### src/rtl/snn_pkg.sv
`default_nettype none
// ============================================================================
//  Module      : snn_pkg
//  Description : Shared types, widths and helpers for the spiking-neuron path:
//                current width, default weight width, the synapse FSM
//                state encoding and an unsigned 8-bit saturation helper.
//  Revision    : 1.0
// ============================================================================
package snn_pkg;

  localparam int CUR_WIDTH   = 8;
  localparam int W_WIDTH_DEF = 8;

  typedef enum logic [1:0] {
    IDLE   = 2'd0,
    SCAN   = 2'd1,
    UPDATE = 2'd2
  } state_t;

  // Clamp a signed quantity into the unsigned 0..255 current range.
  function automatic logic [CUR_WIDTH-1:0] sat_u8(input logic signed [31:0] v);
    logic [CUR_WIDTH-1:0] r;
    if (v < 32'sd0) begin
      r = '0;
    end else if (v > 32'sd255) begin
      r = '1;
    end else begin
      r = v[CUR_WIDTH-1:0];
    end
    return r;
  endfunction

endpackage
`default_nettype wire

### src/rtl/synapse_weight_rf.sv
`default_nettype none
// ============================================================================
//  Module      : synapse_weight_rf
//  Description : N_INPUTS x W_WIDTH synaptic weight register file. One
//                synchronous write port, one combinational read port,
//                asynchronous reset clears every weight to zero.
//  Revision    : 1.0
// ============================================================================
module synapse_weight_rf #(
  parameter int N_INPUTS = 4,
  parameter int W_WIDTH  = 8
) (
  input  logic                        clk,
  input  logic                        rst,
  input  logic                        wr_en,
  input  logic [$clog2(N_INPUTS)-1:0] wr_addr,
  input  logic [W_WIDTH-1:0]          wr_data,
  input  logic [$clog2(N_INPUTS)-1:0] rd_addr,
  output logic [W_WIDTH-1:0]          rd_data
);

  localparam int IDX_W = $clog2(N_INPUTS);
  // One extra bit so the entry count itself is representable for bounds checks.
  localparam logic [IDX_W:0] C_N = (IDX_W+1)'(N_INPUTS);

  logic [W_WIDTH-1:0] mem_q [N_INPUTS];

  logic wr_ok;
  logic rd_ok;

  // Addresses beyond the populated entries exist only when N_INPUTS is not a power of two.
  assign wr_ok = ({1'b0, wr_addr} < C_N);
  assign rd_ok = ({1'b0, rd_addr} < C_N);

  // Weight storage: cleared on reset, written one entry per cycle.
  always_ff @(posedge clk or posedge rst) begin
    if (rst) begin
      for (int i = 0; i < N_INPUTS; i++) begin
        mem_q[i] <= '0;
      end
    end else if (wr_en && wr_ok) begin
      mem_q[wr_addr] <= wr_data;
    end
  end

  // Read port sees the stored value, so a same-cycle write is not forwarded.
  always_comb begin
    rd_data = '0;
    if (rd_ok) begin
      rd_data = mem_q[rd_addr];
    end
  end

endmodule
`default_nettype wire

### src/rtl/synaptic_integrator.sv
`default_nettype none
// ============================================================================
//  Module      : synaptic_integrator
//  Description : Time-multiplexed synapse stage. On a frame tick it latches
//                the presynaptic spikes, scans them one per cycle through a
//                shared signed-weight adder, then folds the sum into a leaky,
//                saturating 8-bit current that drives a LIF neuron.
//  Revision    : 1.0
// ============================================================================
module synaptic_integrator
  import snn_pkg::*;
#(
  parameter int N_INPUTS    = 4,
  parameter int W_WIDTH     = W_WIDTH_DEF,
  parameter int DECAY_SHIFT = 2
) (
  input  logic                        clk,
  input  logic                        rst,
  input  logic                        tick,
  input  logic [N_INPUTS-1:0]         spike_in,
  input  logic                        wr_en,
  input  logic [$clog2(N_INPUTS)-1:0] wr_addr,
  input  logic [W_WIDTH-1:0]          wr_data,
  output logic [CUR_WIDTH-1:0]        current,
  output logic                        current_valid,
  output logic                        busy,
  output logic                        overrun
);

  localparam int IDX_W = $clog2(N_INPUTS);
  // Wide enough that neither the weighted sum nor current+sum can wrap.
  localparam int ACC_W = CUR_WIDTH + W_WIDTH + IDX_W;
  localparam logic [IDX_W-1:0] C_LAST = IDX_W'(N_INPUTS - 1);

  state_t                    state_q;
  logic [N_INPUTS-1:0]       spike_q;
  logic signed [ACC_W-1:0]   acc_q;
  logic signed [ACC_W-1:0]   acc_d;
  logic [IDX_W-1:0]          idx_q;
  logic [CUR_WIDTH-1:0]      current_q;
  logic [CUR_WIDTH-1:0]      current_d;
  logic                      current_valid_q;
  logic                      overrun_q;

  logic [W_WIDTH-1:0]        weight_rd;
  logic [CUR_WIDTH-1:0]      leaked;
  logic signed [ACC_W-1:0]   next_sum;

  synapse_weight_rf #(
    .N_INPUTS (N_INPUTS),
    .W_WIDTH  (W_WIDTH)
  ) u_weight_rf (
    .clk     (clk),
    .rst     (rst),
    .wr_en   (wr_en),
    .wr_addr (wr_addr),
    .wr_data (wr_data),
    .rd_addr (idx_q),
    .rd_data (weight_rd)
  );

  // Shared adder: add the sign-extended weight of the scanned input if it spiked.
  always_comb begin
    acc_d = acc_q;
    if (spike_q[idx_q]) begin
      acc_d = acc_q + ACC_W'($signed(weight_rd));
    end
  end

  // Leak the held current, add the frame's weighted sum, clamp to 0..255.
  always_comb begin
    leaked    = current_q - (current_q >> DECAY_SHIFT);
    next_sum  = $signed({{(ACC_W-CUR_WIDTH){1'b0}}, leaked}) + acc_q;
    current_d = sat_u8(32'(next_sum));
  end

  // Frame sequencer: IDLE waits for tick, SCAN walks the inputs, UPDATE commits.
  always_ff @(posedge clk or posedge rst) begin
    if (rst) begin
      state_q         <= IDLE;
      spike_q         <= '0;
      acc_q           <= '0;
      idx_q           <= '0;
      current_q       <= '0;
      current_valid_q <= 1'b0;
      overrun_q       <= 1'b0;
    end else begin
      current_valid_q <= 1'b0;
      // A tick is only accepted from IDLE; anything else is a sticky overrun.
      if (tick && (state_q != IDLE)) begin
        overrun_q <= 1'b1;
      end
      case (state_q)
        IDLE: begin
          if (tick) begin
            spike_q <= spike_in;
            acc_q   <= '0;
            idx_q   <= '0;
            state_q <= SCAN;
          end
        end
        SCAN: begin
          acc_q <= acc_d;
          if (idx_q == C_LAST) begin
            idx_q   <= '0;
            state_q <= UPDATE;
          end else begin
            idx_q <= idx_q + 1'b1;
          end
        end
        UPDATE: begin
          current_q       <= current_d;
          current_valid_q <= 1'b1;
          state_q         <= IDLE;
        end
        default: begin
          state_q <= IDLE;
        end
      endcase
    end
  end

  assign current       = current_q;
  assign current_valid = current_valid_q;
  assign busy          = (state_q != IDLE);
  assign overrun       = overrun_q;

endmodule
`default_nettype wire
### config.mk
export PLATFORM = sky130hd
export DESIGN_NAME = synaptic_integrator
export DESIGN_NICKNAME = d
export VERILOG_FILES = /design/src/rtl/snn_pkg.sv /design/src/rtl/synapse_weight_rf.sv /design/src/rtl/synaptic_integrator.sv
export SDC_FILE = /design/constraint.sdc
export NUM_CORES = 1
export LEC_CHECK = 0
export ABC_AREA = 1
export CAP_MARGIN = 20
export CORE_ASPECT_RATIO = 2
export CORE_MARGIN = 8
export CORE_UTILIZATION = 41
export CTS_BUF_LIST = sky130_fd_sc_hd__clkbuf_2
export CTS_CLUSTER_DIAMETER = 50
export CTS_CLUSTER_SIZE = 20
export DETAILED_ROUTE_END_ITERATION = 8
export GPL_TIMING_DRIVEN = 0
export PLACE_DENSITY = 0.72
export SLEW_MARGIN = 15
export SYNTH_ARGS = -nofsm -noshare
export SYNTH_HDL_FRONTEND = slang
export SYNTH_HIERARCHICAL = 1
export SYNTH_SLANG_ARGS = --single-unit
### constraint.sdc
create_clock -name clk -period 3 [get_ports clk]
set_clock_uncertainty 0.2 [all_clocks]
set_input_delay 0.6 -clock clk [delete_from_list [all_inputs] [get_ports clk]]
set_output_delay 0.6 -clock clk [all_outputs]
set_load 0.01 [all_outputs]
==> impl_metrics.env <==
export IMPL_rr_startpoint="current[2]$_DFFE_PP0P_"
export IMPL_detailedRoute_firstPassIterationCount=4
export IMPL_total_leakage_power_nw=3.201
export IMPL_floorplan_die_height_um=173.2
export IMPL_synthTopCellsByArea="sky130_fd_sc_hd__dfrtp_1 (34%), sky130_fd_sc_hd__nand2_1 (18%), sky130_fd_sc_hd__ha_1 (8.4%), sky130_fd_sc_hd__inv_1 (8.1%), sky130_fd_sc_hd__nand3_1 (5.4%)"
export IMPL_period_needed_ns=3.504
export IMPL_grt_overflow=0
export IMPL_worst_endpoint_arrival_ns=3.79
export IMPL_die_width_um=94.62
export IMPL_seq_area_frac_synth=0.3357
export IMPL_initial_core_util=0.4181
export IMPL_max_slew_margin_rel=0.5586
export IMPL_antenna_violating_nets_post_route=0
export IMPL_gp_routability_congestion=0.9375
export IMPL_synth_most_common_cell="sky130_fd_sc_hd__nand2_1"
export IMPL_die_area_sq_um=16390
export IMPL_cts_reportedPaths_clkPinSlew_ns=0.23
export IMPL_timing_rr_end="current[0]$_DFFE_PP0P_"
export IMPL_grt_pass1_vias=4581
export IMPL_final_max_slew_violation_count=0
export IMPL_clock_tree_buffer_depth=2
export IMPL_via_count=4570
export IMPL_max_clock_freq_mhz=285.4
export IMPL_clock_insertion_delay_worst_skew_ns=0.55
export IMPL_drc_errors_left=0
export IMPL_drt_total_wl_um=12810
export IMPL_boundaryPins=29
export IMPL_cts_inserted_buffers=9
export IMPL_synth_avg_cell_area_sq_um=7.119
export IMPL_final_hold_fails=0
export IMPL_r2r_setup_slack_ns=-0.50
export IMPL_vias_per_cell=4.978
export IMPL_postLayoutSetupSlackWorst_ns=-0.5042
export IMPL_dp_cells=887
export IMPL_synth_edff_count=0
export IMPL_track_usage=0.1628
export IMPL_violated_checks="setup timing"
export IMPL_wire_per_inst_um=13.96
export IMPL_crit_path_max_fanout=4
export IMPL_power_ir_vdd_worst_mv=0.5648
export IMPL_hold_path_class="in -> async"
export IMPL_ys_seq_elements=68
export IMPL_post_cts_hold_buffer_count=0
export IMPL_worstSetupStartpoint="current[2]$_DFFE_PP0P_"
export IMPL_clock_sinks=68
export IMPL_cts_htree_levels=3
export IMPL_worst_endpoint_required_ns=3.28
export IMPL_period_utilization=1.168
export IMPL_setup_worst_path_class="reg -> reg"
export IMPL_post_layout_nonfiller_instances=918
export IMPL_drive_gt1_frac=0.1753
export IMPL_yosys_area_top_type_share=0.3357
export IMPL_synth_cell_area_sq_um=5069
export IMPL_pwr_density_nw_per_um2=1250
export IMPL_final_hold_worst_slack_ns=0.08458
export IMPL_rsz_0062_raised_after_global_routing="true"
export IMPL_synthesized_instance_count=712
export IMPL_post_synthesis_cell_type_count=39
export IMPL_synth_net_count=767
export IMPL_layout_area_overhead_vs_synth_pct=21.08
export IMPL_fraction_of_registers_with_async_set_or_reset_after_synthesis=1.000
export IMPL_port_buffer_count=27
export IMPL_setup_violations=8
export IMPL_r2r_cells=20
export IMPL_status="complete, but fails checks"
export IMPL_fill_cells=1201
export IMPL_cp_start_kind="flop"
export IMPL_clock_tree_root_cell="sky130_fd_sc_hd__clkbuf_2"
export IMPL_core_region_area_sq_um=12120
export IMPL_synth_commonest_cells="sky130_fd_sc_hd__nand2_1 (242), sky130_fd_sc_hd__inv_1 (110), sky130_fd_sc_hd__dfrtp_1 (68)"
export IMPL_tritoncts="done"
export IMPL_transition_time_at_the_pin_with_the_least_slew_margin_ns=0.6611
export IMPL_antenna_found_initial=1
export IMPL_endpoint_kind="flop"
export IMPL_floorplan_rows=57
export IMPL_multi_input_comb_area_sq_um=3151
export IMPL_max_cap_violations=0
export IMPL_grt_pass1_wl_um=21110
export IMPL_regArea_sq_um=1705
export IMPL_fin_nets=820
export IMPL_netlist_top_cell_by_area="sky130_fd_sc_hd__dfrtp_1"
export IMPL_detailed_place_hpwl_um=10250
export IMPL_synthFlopType="sky130_fd_sc_hd__dfrtp_1"
export IMPL_grt_start_max_net_pins=33
export IMPL_final_sum_of_negative_setup_slack_ns=-3.850
export IMPL_first_iteration_detailed_routing_drc_count=169
export IMPL_yosysWarningCount=6
worst max path at each step:
stage / slack (ns) / cells after the start / end
global route: -0.69 / 23 / current[6]$_DFFE_PP0P_
detailed placement: -0.80 / 23 / current[2]$_DFFE_PP0P_
CTS: -0.47 / 22 / current[7]$_DFFE_PP0P_
floorplan: -0.11 / 24 / current[2]$_DFFE_PP0P_
finish: -0.50 / 20 / current[0]$_DFFE_PP0P_
global placement: -0.74 / 23 / current[2]$_DFFE_PP0P_
flip-flops by register name, summed over array words and instances (netlist names):
signal             count
idx_q                  2
spike_q                4
state_q                2
overrun                1
acc_q                 18
current_valid          1
u_weight_rf/mem_q     32
current                8
metrics by stage:
step           setup slack (ns)  cell area, sq um  power [mW]  utilization
2_1_floorplan           -0.1054              5105       5.066            -
3_3_place_gp            -0.7388              5559       6.115       0.4585
3_5_place_dp            -0.7950              5579       6.197       0.4602
4_1_cts                 -0.4694              5986       7.375       0.4937
5_1_grt                 -0.6867              6137       8.397       0.5062
6_report                -0.5042              6137       7.670       0.5062
routing by layer:
metal  vias up  part of all wire  wire, um  global-route usage
met4         0             0.048       610              0.1030
li1       2385                 -         -                   -
met1      2086              0.34      4307              0.1435
met3        30             0.018       237             0.01779
met2        69              0.60      7657              0.3224
met5         -                 0         0                   0
cells in the final DEF, fill, tap and decap left out, types with 3 or more instances in the layout:
cell type and count:
sky130_fd_sc_hd__inv_1 103, sky130_fd_sc_hd__xor2_1 9, sky130_fd_sc_hd__nor2_4 4, sky130_fd_sc_hd__nand3_2 5, sky130_fd_sc_hd__clkbuf_2 10, sky130_fd_sc_hd__dfrtp_1 65
sky130_fd_sc_hd__nor2_1 17, sky130_fd_sc_hd__mux2_2 4, sky130_fd_sc_hd__nand3_4 4, sky130_fd_sc_hd__nand2_4 6, sky130_fd_sc_hd__ha_4 7, sky130_fd_sc_hd__a21oi_2 4
sky130_fd_sc_hd__a21oi_4 4, sky130_fd_sc_hd__buf_6 6, sky130_fd_sc_hd__o21ai_2 14, sky130_fd_sc_hd__nand3_1 50, sky130_fd_sc_hd__clkbuf_1 3, sky130_fd_sc_hd__o31ai_1 4
sky130_fd_sc_hd__clkdlybuf4s50_1 27, sky130_fd_sc_hd__ha_1 25, sky130_fd_sc_hd__dfrtp_2 3, sky130_fd_sc_hd__nor2_2 7, sky130_fd_sc_hd__a21oi_1 27, sky130_fd_sc_hd__nand2_1 232
sky130_fd_sc_hd__inv_2 9, sky130_fd_sc_hd__o21ai_1 4, sky130_fd_sc_hd__clkinvlp_4 3, sky130_fd_sc_hd__nand4_1 20, sky130_fd_sc_hd__xnor2_1 7, sky130_fd_sc_hd__o21ai_0 28
sky130_fd_sc_hd__a21o_1 3, sky130_fd_sc_hd__nand2_2 12, sky130_fd_sc_hd__buf_4 16
cell families after synthesis:
group | after synthesis | synth area share
xor+xnor | 16 | 0.02765
flops | 68 | 0.3357
mux | 4 | 0.008886
simple gates | 363 | 0.3160
fa+ha+maj | 37 | 0.09578
compound gates | 97 | 0.1126
buf+inv | 127 | 0.1034
power breakdown:
group / switching [mW] / total [mW] / internal (mW)
Sequential: 0.247 / 1.44 / 1.19
Combinational: 3.36 / 5.59 / 2.23
Clock: 0.357 / 0.637 / 0.280
repair_timing:
item | CTS | global route
endpoints found under the setup margin | 18 | 18
resized for setup | 45 | 30
buffers inserted | 10 | 5
cloned | 0 | 0
pin swaps | 19 | 1
worst max-delay path, cell delays in order, from the launching register on:
cell,delay (ns)
sky130_fd_sc_hd__dfrtp_2,0.51
sky130_fd_sc_hd__ha_4,0.18
sky130_fd_sc_hd__fa_2,0.37
sky130_fd_sc_hd__o21ai_2,0.17
sky130_fd_sc_hd__nand2_1,0.08
sky130_fd_sc_hd__nand2_2,0.07
sky130_fd_sc_hd__a21oi_2,0.05
sky130_fd_sc_hd__xor2_1,0.16
sky130_fd_sc_hd__ha_1,0.34
sky130_fd_sc_hd__nand2_2,0.11
sky130_fd_sc_hd__nor2_4,0.19
sky130_fd_sc_hd__nand2_1,0.13
sky130_fd_sc_hd__nand3_1,0.08
sky130_fd_sc_hd__nand2_1,0.05
sky130_fd_sc_hd__nand2_1,0.07
sky130_fd_sc_hd__nand2_2,0.08
sky130_fd_sc_hd__nor2_4,0.13
sky130_fd_sc_hd__nand3_4,0.13
sky130_fd_sc_hd__buf_4,0.17
sky130_fd_sc_hd__o21ai_2,0.11
sky130_fd_sc_hd__nand2_1,0.05
final cells by class:
| type | instances | share of cell area |
|---|---|---|
| multi-input cells | 517 | 0.5134 |
| flip-flops and latches | 68 | 0.2779 |
| inverters | 114 | 0.07156 |
| repair buffers | 43 | 0.06769 |
| well taps | 147 | 0.02997 |
| plain buffers | 12 | 0.01651 |
| clock inverters | 6 | 0.01448 |
| clock buffers | 10 | 0.008155 |
| diodes | 1 | 0.0004077 |
(Power assumes the default switching activity.)
